--- src/rtl/control_sequencer.sv ---
// ============================================================================
// Module   : control_sequencer
// Brief    : Multi-cycle Moore control FSM for the Mini SRC datapath.
// Revision : 1.0 - initial release
// ============================================================================
`default_nettype none

module control_sequencer #(
  parameter logic [4:0] ADD_OP = 5'd3
) (
  input  logic        clock,
  input  logic        reset,
  input  logic [31:0] IR,
  input  logic        CON_FF,
  input  logic        mem_ack,
  input  logic        stop,
  output logic        PCout,
  output logic        MARin,
  output logic        IncPC,
  output logic        Zin,
  output logic        Zlowout,
  output logic        PCin,
  output logic        Read,
  output logic        Write,
  output logic        MDRin,
  output logic        MDRout,
  output logic        IRin,
  output logic        Yin,
  output logic        Cout,
  output logic        CONin,
  output logic        Gra,
  output logic        Grb,
  output logic        Grc,
  output logic        RIn,
  output logic        ROut,
  output logic        BAOut,
  output logic [4:0]  alu_op,
  output logic        run
);

  typedef enum logic [3:0] {
    S_RST  = 4'd0,
    S_T0   = 4'd1,
    S_T1   = 4'd2,
    S_T2   = 4'd3,
    S_T3   = 4'd4,
    S_T4   = 4'd5,
    S_T5   = 4'd6,
    S_T6   = 4'd7,
    S_T7   = 4'd8,
    S_HALT = 4'd9
  } state_t;

  state_t state, state_next;

  logic [4:0] opcode;
  logic       is_r, is_i, is_ldi, is_ld, is_st, is_br, is_jal, is_jr, is_halt;
  logic       has_exec;
  state_t     boundary;
  logic       unused_ir;

  assign opcode    = IR[31:27];
  assign unused_ir = ^IR[26:0];

  assign is_ld    = (opcode == 5'd0);
  assign is_ldi   = (opcode == 5'd1);
  assign is_st    = (opcode == 5'd2);
  assign is_r     = (opcode >= 5'd3) && (opcode <= 5'd11);
  assign is_i     = (opcode >= 5'd12) && (opcode <= 5'd14);
  assign is_br    = (opcode == 5'd19);
  assign is_jal   = (opcode == 5'd20);
  assign is_jr    = (opcode == 5'd21);
  assign is_halt  = (opcode == 5'd27);
  assign has_exec = is_ld | is_ldi | is_st | is_r | is_i | is_br | is_jal | is_jr;

  // stop only matters on the edge that leaves an instruction's last state
  assign boundary = stop ? S_HALT : S_T0;

  always_ff @(posedge clock or posedge reset) begin
    if (reset) state <= S_RST;
    else       state <= state_next;
  end

  always_comb begin
    state_next = state;
    case (state)
      S_RST:  state_next = S_T0;
      S_T0:   state_next = S_T1;
      S_T1:   state_next = mem_ack ? S_T2 : S_T1;
      S_T2: begin
        if (is_halt)       state_next = S_HALT;
        else if (has_exec) state_next = S_T3;
        else               state_next = boundary;
      end
      S_T3:   state_next = (is_jr || !has_exec) ? boundary : S_T4;
      S_T4:   state_next = (is_jal || !has_exec) ? boundary : S_T5;
      S_T5:   state_next = (is_ld || is_st || is_br) ? S_T6 : boundary;
      S_T6: begin
        if (is_ld)      state_next = mem_ack ? S_T7 : S_T6;
        else if (is_st) state_next = S_T7;
        else            state_next = boundary;
      end
      S_T7: begin
        if (is_st) state_next = mem_ack ? boundary : S_T7;
        else       state_next = boundary;
      end
      S_HALT: state_next = S_HALT;
      default: state_next = S_RST;
    endcase
  end

  always_comb begin
    PCout = 1'b0; MARin = 1'b0; IncPC = 1'b0; Zin = 1'b0; Zlowout = 1'b0;
    PCin = 1'b0; Read = 1'b0; Write = 1'b0; MDRin = 1'b0; MDRout = 1'b0;
    IRin = 1'b0; Yin = 1'b0; Cout = 1'b0; CONin = 1'b0;
    Gra = 1'b0; Grb = 1'b0; Grc = 1'b0; RIn = 1'b0; ROut = 1'b0; BAOut = 1'b0;
    alu_op = 5'd0;
    run    = 1'b0;
    if (state != S_RST && state != S_HALT) begin
      run    = 1'b1;
      alu_op = ADD_OP;
    end
    case (state)
      S_T0: begin PCout = 1'b1; MARin = 1'b1; IncPC = 1'b1; Zin = 1'b1; end
      S_T1: begin Zlowout = 1'b1; PCin = 1'b1; Read = 1'b1; MDRin = 1'b1; end
      S_T2: begin MDRout = 1'b1; IRin = 1'b1; end
      S_T3: begin
        if (is_r || is_i) begin
          Grb = 1'b1; ROut = 1'b1; Yin = 1'b1;
        end else if (is_ldi || is_ld || is_st) begin
          Grb = 1'b1; BAOut = 1'b1; Yin = 1'b1;
        end else if (is_br) begin
          Gra = 1'b1; ROut = 1'b1; CONin = 1'b1;
        end else if (is_jal) begin
          PCout = 1'b1; Grb = 1'b1; RIn = 1'b1;
        end else if (is_jr) begin
          Gra = 1'b1; ROut = 1'b1; PCin = 1'b1;
        end
      end
      S_T4: begin
        if (is_r) begin
          Grc = 1'b1; ROut = 1'b1; Zin = 1'b1; alu_op = opcode;
        end else if (is_i) begin
          Cout = 1'b1; Zin = 1'b1; alu_op = opcode;
        end else if (is_ldi || is_ld || is_st) begin
          Cout = 1'b1; Zin = 1'b1;
        end else if (is_br) begin
          PCout = 1'b1; Yin = 1'b1;
        end else if (is_jal) begin
          Gra = 1'b1; ROut = 1'b1; PCin = 1'b1;
        end
      end
      S_T5: begin
        if (is_r || is_i || is_ldi) begin
          Zlowout = 1'b1; Gra = 1'b1; RIn = 1'b1;
        end else if (is_ld || is_st) begin
          Zlowout = 1'b1; MARin = 1'b1;
        end else if (is_br) begin
          Cout = 1'b1; Zin = 1'b1;
        end
      end
      S_T6: begin
        if (is_ld) begin
          Read = 1'b1; MDRin = 1'b1;
        end else if (is_st) begin
          Gra = 1'b1; ROut = 1'b1; MDRin = 1'b1;
        end else if (is_br) begin
          Zlowout = 1'b1; PCin = CON_FF;
        end
      end
      S_T7: begin
        if (is_ld) begin
          MDRout = 1'b1; Gra = 1'b1; RIn = 1'b1;
        end else if (is_st) begin
          Write = 1'b1;
        end
      end
      default: ;
    endcase
  end

endmodule

`default_nettype wire

--- config.mk ---
export PLATFORM = sky130hd
export DESIGN_NAME = control_sequencer
export DESIGN_NICKNAME = d
export VERILOG_FILES = /design/src/rtl/control_sequencer.sv
export SDC_FILE = /design/constraint.sdc
export NUM_CORES = 1
export LEC_CHECK = 0
export ABC_CLOCK_PERIOD_IN_PS = 3050
export BUFFER_PORTS_ARGS = -buffer_cell sky130_fd_sc_hd__buf_4
export CAP_MARGIN = 40
export CORE_MARGIN = 1.5
export CORE_UTILIZATION = 45
export CTS_CLUSTER_DIAMETER = 150
export DETAILED_ROUTE_END_ITERATION = 16
export PLACE_DENSITY = 0.83
export SETUP_SLACK_MARGIN = 0.2
export SYNTH_ARGS = -nofsm -noshare
export SYNTH_HDL_FRONTEND = slang
export SYNTH_SLANG_ARGS = --single-unit
--- constraint.sdc ---
create_clock -name clock -period 3.05 [get_ports clock]
set_input_delay 0.4575 -clock clock [delete_from_list [all_inputs] [get_ports clock]]
set_output_delay 0.4575 -clock clock [all_outputs]
set_load 0.03 [all_outputs]
Word-level counts from Yosys, hierarchy flattened
Index checks and enable logic that the tools add are counted.
Cells by class
  order comparisons: 4
  equality and inequality tests: 16
  reduce and logical (&&, ||, !) cells: 15
  mux-type cells: 83
  shifts and indexed selects: 0
  multiply operators: 0
  div/mod/pow operators: 0
  bitwise gates (word level): 7
  add/subtract/negate cells: 0
Operator list (number)
  1-bit 2-to-1 mux: 54
  4-bit 2-to-1 mux: 11
  4-bit case mux with 10 select lines: 1
  5-bit == test (second input constant): 4
  4-bit by 3-bit == test with 1-bit output (second input constant): 4
  5-bit 2-to-1 mux: 3
  1-bit case mux with 3 select lines: 5
  1-bit case mux with 2 select lines: 6
  5-bit by 4-bit <= comparator with 1-bit output (second input constant): 2
  4-bit by 2-bit == test with 1-bit output (second input constant): 2
  4-bit == test (second input constant): 2
  1-bit logical OR: 8
  1-bit OR: 7
  5-bit by 1-bit == test with 1-bit output (second input constant): 1
  5-bit by 2-bit == test with 1-bit output (second input constant): 1
  5-bit by 2-bit >= comparator with 1-bit output (second input constant): 1
  5-bit by 4-bit >= comparator with 1-bit output (second input constant): 1
  5-bit zero test: 1
  1-bit case mux with 5 select lines: 1
  4-bit by 1-bit == test with 1-bit output (second input constant): 1
  4-bit zero test: 1
  4-bit != test (second input constant): 1
  1-bit case mux with 4 select lines: 1
  4-bit nonzero test: 1
  other kinds (3): 5
Storage, ports and cells
  memories: 0
  input port bits: 37
  bits in registers: 4
  bits in writable memories: 0
  latch bits: 0
  word-level logic and storage cells: 126
  ROM bits: 0
  output and inout bits: 26

Longest topological paths before layout
Gate-level depths: netlist of run 1.
  word-level depth: 12
  mapped depth: 6
  depth with buffers taken out: 5

Worst setup path before layout of run 1
No wires, ideal clock.
  path type: input to output
  from: input IR[29]
  to: output PCin
  path buffers: 1
  setup slack: 615 ps
  stages on the path: 6
  required time: 2592 ps
  arrival time: 1977 ps
  cell sequence: buf_4 nand3b_1 nor3b_2 nand2_1 mux2_2 o31ai_1
Between the ends
  longest elaborated chain between the ends: 7
  elaborated cells on any way between the ends: 29
  those cells by class: order compare (4); eq/ne (5); mux (14); reduce/logical (6)
Ends and longest elaborated chain
  start, declared: RTL line 13  | input logic [31:0] IR,
  5-bit == test, or another cell as far along: RTL line 71  | assign is_jal = (opcode == 5'd20);
  1-bit 2-to-1 mux, or another cell as far along: RTL line 149  | end else if (is_jal) begin
  1-bit 2-to-1 mux, or another cell as far along: RTL line 147  | end else if (is_br) begin
  1-bit 2-to-1 mux, on equally long branches
  1-bit 2-to-1 mux, on equally long branches: RTL line 143, 130
  1-bit 2-to-1 mux, on equally long branches: RTL line 141, 128
  1-bit case mux with 4 select lines (*): RTL line 123  | case (state)
  end, declared: RTL line 22  | output logic PCin,
Mark *: on every way between the ends. The rest lies on a longest branch, timed or not.

Worst setup path in the final report of run 1
  from: register state[1]
  to: output ROut
Between the ends
  longest elaborated chain between the ends: 2
  elaborated cells on any way between the ends: 4
  those cells by class: eq/ne (3); mux (1)
Ends and longest elaborated chain
  start, declared: RTL line 54  | state_t state, state_next;
  start signal, assigned: RTL line 81  | else state <= state_next;
  4-bit by 3-bit == test with 1-bit output: RTL line 123
  1-bit case mux with 3 select lines (*): RTL line 123
  end, declared: RTL line 35  | output logic ROut,
Marked as above.

==> results of run 1 <==
cell type report:
type                       instances  area (um2)  area share
clock buffer                       3       22.52     0.01944
inverter                           5       18.77     0.01620
multi-input combinational        121       726.9      0.6274
sequential                         4       101.3     0.08747
tap                               27       33.78     0.02916
timing repair buffer              34       255.2      0.2203
kinds of logic after synthesis:
logic type / after synthesis
other: 1
multiplexers: 1
buffers and inverters: 18
flip-flops: 4
AO/OA/AOI/OAI: 39
AND/OR/NAND/NOR: 80
synth_stat cells (2+ instances only):
cell type  instances  share of area
nand3b_1           2          0.016
nor2_1            17          0.068
o21a_1             4          0.032
inv_1              5          0.020
nand2b_1           2          0.013
or3_1              2          0.013
a21oi_1            9          0.048
nor3b_1            2          0.016
nand2_1           20          0.081
and3_1             3          0.020
dfrtp_1            4           0.11
o211ai_1           2          0.016
buf_6              2          0.024
o221a_2            2          0.024
clkbuf_2           2          0.011
nor2b_1            4          0.027
buf_2              4          0.021
and2_1             4          0.027
a31oi_1            3          0.020
or2_1              2          0.013
buf_4              4          0.032
nor3_1             6          0.032
nand3_1            8          0.043
o21ai_0            9          0.048
worst max-delay path: stages (launching register included):
cell and delay [ns]:
dfrtp_1 0.53, nor2b_1 0.32, nand2_1 0.19, nor2_1 0.24
nand2_1 0.16, o221ai_1 0.22, buf_4 0.20
layer usage:
metal / up-vias / track usage / wire length [um]
li1: 563 / - / -
met2: 48 / 0.3981 / 1311
met4: 0 / 0.06190 / 0
met5: - / 0 / 0
met3: 0 / 0.04321 / 152
met1: 517 / 0.3000 / 1134
worst max-delay path by stage:
| stage | endpoint | slack (ns) |
|---|---|---|
| final | ROut | 0.50 |
| after global routing | ROut | 0.31 |
| after CTS | ROut | 0.44 |
| after detailed placement | ROut | 0.70 |
| after global placement | PCin | 0.77 |
| after floorplan | PCin | 0.62 |
metrics by stage:
stage / setup WS (ns) / cells
finish: 0.4975 / 194
global route: 0.3074 / 194
CTS: 0.4432 / 194
detailed placement: 0.6996 / 191
global placement: 0.7719 / 191
floorplan: 0.6152 / 143
power by group through the flow:
stage / clock network [mW] / registers (mW) / logic [mW]
after floorplan: 0 / 0.0903 / 0.587
after global placement: 0 / 0.153 / 0.731
after detailed placement: 0 / 0.155 / 0.741
after CTS: 0.0661 / 0.155 / 0.743
after global routing: 0.0682 / 0.170 / 0.796
final: 0.0652 / 0.160 / 0.742
==> results.sh, run 1 <==
export IMPL_status="finished clean"
export IMPL_die_area_um2=2353
export IMPL_drv_slew=0
export IMPL_p_total_mw=0.9678
export IMPL_detail_route_wl_per_cell_um=13.39
export IMPL_drc=0
export IMPL_syn_inst=143
export IMPL_hold_viol=0
export IMPL_p_per_area_nw_per_um2=835.3
export IMPL_critical_path_required_ns=2.59
export IMPL_path_max_fanout=15
export IMPL_holdWs_ns=0.09949
export IMPL_cts_made_buffers=3
export IMPL_dpl_instance_area_um2=1135
export IMPL_slew_headroom=0.6482
export IMPL_fin_area_um2=1159
export IMPL_place_congestion=0.9189
export IMPL_start_kind="flop"
export IMPL_clock_power_share=0.067
export IMPL_nNetsFinal=206
export IMPL_vias=1128
export IMPL_final_cell_mix="buf_4, nand2_1, nor2_1"
export IMPL_yosysUniqueCellTypes=45
export IMPL_final_util=0.5906
export IMPL_power_frac_seq=0.166
export IMPL_grt_max_degree=19
export IMPL_antenna_cells_inserted=0
export IMPL_finalSetupViolations=0
export IMPL_synthesis_area_um2=932.1
export IMPL_synth_fp_nets=180
export IMPL_cts_root_buf="clkbuf_4"
export IMPL_synth_compound_area_frac=0.3154
export IMPL_period_needed_ns=2.552
export IMPL_fmax_ghz=0.3918
export IMPL_numPortBuffers=34
export IMPL_avgSynthCellArea_um2=6.518
export IMPL_fp_coreArea_um2=1962
export IMPL_cts_resized=0
export IMPL_grt_antenna_before_repair=0
export IMPL_synth_mux_area_frac=0.01208
export IMPL_fin_crit_sh=0.8369
export IMPL_drtIter0Drc=27
export IMPL_cap_violations=0
export IMPL_grt_pass1_vias=1068
export IMPL_rsz0062_at_grt="false"
export IMPL_synth_simple_area_share=0.4483
export IMPL_layout_drive_gt1_share=0.2994
export IMPL_reg2regPathDepth=5
export IMPL_yosysSeqAreaShare=0.1074
export IMPL_crit_start="state[1]$_DFF_PP0_"
export IMPL_vias_per_cell=5.814
export IMPL_synth_warnings=0
export IMPL_endpoint_kind="primary output"
export IMPL_ff2ff_setup_slack_ns=1.40
export IMPL_cts_buffer_depth=2
export IMPL_fillers=209
export IMPL_die_x_um=48.51
export IMPL_synth_edf_count=0
export IMPL_grt_use_total=0.2323
export IMPL_ant_nets=0
export IMPL_clkLatencyLatePin_ns=0.24
export IMPL_dpl_hpwl_um=2033
export IMPL_finClkSkew_ns=0.007973
export IMPL_cts_hold_buf=0
export IMPL_largest_reg_flops=4
export IMPL_cts_tree="built"
export IMPL_die_y_um=48.51
export IMPL_area_delta_synth_final_pct=24.30
export IMPL_cts_htree_levels=1
export IMPL_reg_largest_list="state: 4 flops"
export IMPL_num_rows=16
export IMPL_synth_fa_ha_area_frac=0
export IMPL_leakage_nw=0.5574
export IMPL_synth_ff_latch_count=4
export IMPL_swShare=0.5811
export IMPL_ir_worst_vdd_uv=403.8
export IMPL_tightest_slew_ns=0.5222
export IMPL_yosys_most_used_dff="dfrtp_1"
export IMPL_arrival_ns=2.09
export IMPL_ys_async_sr_fraction=1.000
export IMPL_hold_path_class="in2async"
export IMPL_drt_first_pass_iters=4
export IMPL_regMostFlops="state"
export IMPL_clkSinkCount=4
export IMPL_rr_startpoint="state[2]$_DFF_PP0_"
export IMPL_fin_tns_setup_ns=0
export IMPL_grt_pass1_wl_um=4498
export IMPL_drt_total_wl_um=2598
export IMPL_worstSetupPathType="reg2out"
export IMPL_synthXorXnorAreaFrac=0
export IMPL_combPwrFrac=0.767
export IMPL_final_common_cell="buf_4"
export IMPL_initial_utilization=0.4751
export IMPL_synth_top_family_by_area="simple AND/OR/NAND/NOR gates"
export IMPL_pin_count=63
export IMPL_clk_pin_slew_ns=0.04
export IMPL_r2r_end="state[3]$_DFF_PP0_"
export IMPL_grt_overflow=0
export IMPL_netSwitchingPower_mw=0.5624
export IMPL_cts_setup_buffers=0
export IMPL_power_internal_mw=0.4055
No activity file was read; power rests on OpenSTA's default activity.
==> inputs of run 2 (changes only) <==
--- a/config.mk
+++ b/config.mk
@@ -5,14 +5,14 @@
 export SDC_FILE = /design/constraint.sdc
 export NUM_CORES = 1
 export LEC_CHECK = 0
-export ABC_CLOCK_PERIOD_IN_PS = 3050
+export ABC_CLOCK_PERIOD_IN_PS = 2300
 export BUFFER_PORTS_ARGS = -buffer_cell sky130_fd_sc_hd__buf_4
 export CAP_MARGIN = 40
 export CORE_MARGIN = 1.5
-export CORE_UTILIZATION = 45
+export CORE_UTILIZATION = 38
 export CTS_CLUSTER_DIAMETER = 150
 export DETAILED_ROUTE_END_ITERATION = 16
-export PLACE_DENSITY = 0.83
+export PLACE_DENSITY = 0.74
 export SETUP_SLACK_MARGIN = 0.2
 export SYNTH_ARGS = -nofsm -noshare
 export SYNTH_HDL_FRONTEND = slang
==> constraint.sdc (replaced) <==
create_clock -name clock -period 2.3 [get_ports clock]
set_input_delay 0.345 -clock clock [delete_from_list [all_inputs] [get_ports clock]]
set_output_delay 0.345 -clock clock [all_outputs]
set_load 0.03 [all_outputs]
==> run 2 against run 1 <==
Combinational power up 68%. Critical endpoint is now PCin. Via count up 6.2%. Clock skew down 0.0039 ns. Critical path depth up 1. Global-route usage down 1.8 points. Core utilization about the same. Sequential share of layout area down 1.0 points. Highest routed layer unchanged.
==> results.sh, run 2 (synthesis gave the netlist of run 1 again) <==
export IMPL_ff2ff_setup_slack_ns=0.72
export IMPL_place_congestion=0.9187
export IMPL_path_cells="buf_12 > nand3b_1 > nor3b_2 > nand2_1 > mux2_4 > o31ai_4 > buf_6"
export IMPL_fin_tns_setup_ns=0
export IMPL_critical_path_required_ns=1.96
export IMPL_drtIter0Drc=35
export IMPL_final_cell_mix="buf_4, nand2_1, nor2_1"
export IMPL_grt_pass1_vias=1076
export IMPL_cts_root_buf="clkbuf_4"
export IMPL_p_per_area_nw_per_um2=1098
export IMPL_met1_length_um=1252
export IMPL_area_delta_synth_final_pct=42.95
export IMPL_clkSinkCount=4
export IMPL_topRoutingLayerUsed="met3"
export IMPL_grt_use_total=0.2140
export IMPL_ant_nets=0
export IMPL_crit_slowest_cell="nor3b_2"
export IMPL_start_kind="input port"
export IMPL_endpoint_kind="primary output"
export IMPL_clk_pin_slew_ns=0.04
export IMPL_grt_antenna_before_repair=0
export IMPL_fmax_ghz=0.4825
export IMPL_hold_viol=0
export IMPL_vias_per_cell=5.787
export IMPL_p_total_mw=1.463
export IMPL_path_max_fanout=5
export IMPL_antenna_cells_inserted=0
export IMPL_arrival_ns=1.73
export IMPL_largest_reg_flops=4
export IMPL_die_x_um=52.53
export IMPL_holdPathStages=3
export IMPL_vias=1198
export IMPL_grt_overflow=0
export IMPL_slowest_delay_ns=0.30
export IMPL_numPortBuffers=34
export IMPL_final_common_cell="buf_4"
export IMPL_dpl_hpwl_um=2095
export IMPL_drt_first_pass_iters=4
export IMPL_dr_wl_met3_um=172
export IMPL_finClkSkew_ns=0.004080
export IMPL_status="finished clean"
export IMPL_layout_drive_gt1_share=0.3966
export IMPL_num_rows=17
export IMPL_drc=0
export IMPL_grt_max_degree=16
export IMPL_die_y_um=52.53
export IMPL_ir_worst_vdd_uv=569.3
export IMPL_nNetsFinal=218
export IMPL_fp_coreArea_um2=2255
export IMPL_cts_tree="built"
export IMPL_period_needed_ns=2.073
export IMPL_rsz0062_at_grt="true"
export IMPL_detail_route_wl_per_cell_um=13.89
export IMPL_reg_largest_list="state: 4 flops"
export IMPL_pin_count=63
export IMPL_initial_utilization=0.4134
export IMPL_clkLatencyLatePin_ns=0.23
export IMPL_cap_violations=0
export IMPL_grt_pass1_wl_um=4636
export IMPL_cts_htree_levels=1
export IMPL_wl_met2_um=1450
export IMPL_cts_buffer_depth=2
export IMPL_regMostFlops="state"
export IMPL_fin_crit_sh=0.9011
export IMPL_die_area_um2=2759
export IMPL_finalSetupViolations=0
export IMPL_drv_slew=0
export IMPL_leakage_nw=0.6362
export IMPL_reg2regPathDepth=6
export IMPL_worstSetupPathType="in2out"
export IMPL_hold_path_class="in2reg"
export IMPL_drt_total_wl_um=2876
export IMPL_cts_made_buffers=3
export IMPL_final_util=0.5910
==> run 2: critical path: cells and delay by family <==
family	cells	cell delay, ns
simple gates	3	0.57
compound gates	1	0.25
buf+inv	2	0.26
mux	1	0.29
==> run 2: per-stage QoR <==
step,cells,hold WS (ns),setup WS (ns),area [um2]
2_1_floorplan,143,0.1111,0.2670,947.2
3_3_place_gp,195,0.2334,0.2471,1174
3_5_place_dp,195,0.2393,0.2430,1174
4_1_cts,205,0.4620,0.2465,1270
5_1_grt,207,0.5017,0.1860,1333
6_report,207,0.4534,0.2275,1333
==> run 2: repair_timing <==
item / in CTS / in global routing
hold buffers: 1 / 0
gates resized for setup: 6 / 10
buffers inserted: 6 / 2
setup endpoints to repair: 10 / 8
endpoints found under the hold margin: 4 / 0
pin swaps: 0 / 4
==> run 2: final timing paths <==
path / startpoint / to
setup / recovery: IR[28] / PCin
hold / removal: stop / state[3]$_DFF_PP0_
setup reg to reg: state[3]$_DFF_PP0_ / state[3]$_DFF_PP0_
hold reg to reg: state[1]$_DFF_PP0_ / state[1]$_DFF_PP0_
max in group asynchronous: reset / state[2]$_DFF_PP0_
min in group asynchronous: reset / state[0]$_DFF_PP0_
==> run 2: layer usage <==
metal,vias up,GRT usage
met5,-,0
met4,0,0.05983
met3,0,0.01714
met2,53,0.3604
met1,557,0.2892
li1,588,-
==> run 2: report_power, final <==
part	switching, mW	total (mW)	internal (mW)
clock	0.0238	0.0818	0.0580
sequential	0.0227	0.127	0.104
combinational	0.762	1.25	0.492
total	0.809	1.46	0.654
==> run 2: final cells by class <==
cell class                 count  area, um2
clock buffer                   3      22.52
fill                         206      922.1
inverter                       5      18.77
multi-input combinational    121      789.5
sequential                     4      102.6
tap                           28      35.03
timing repair buffer          46      364.1
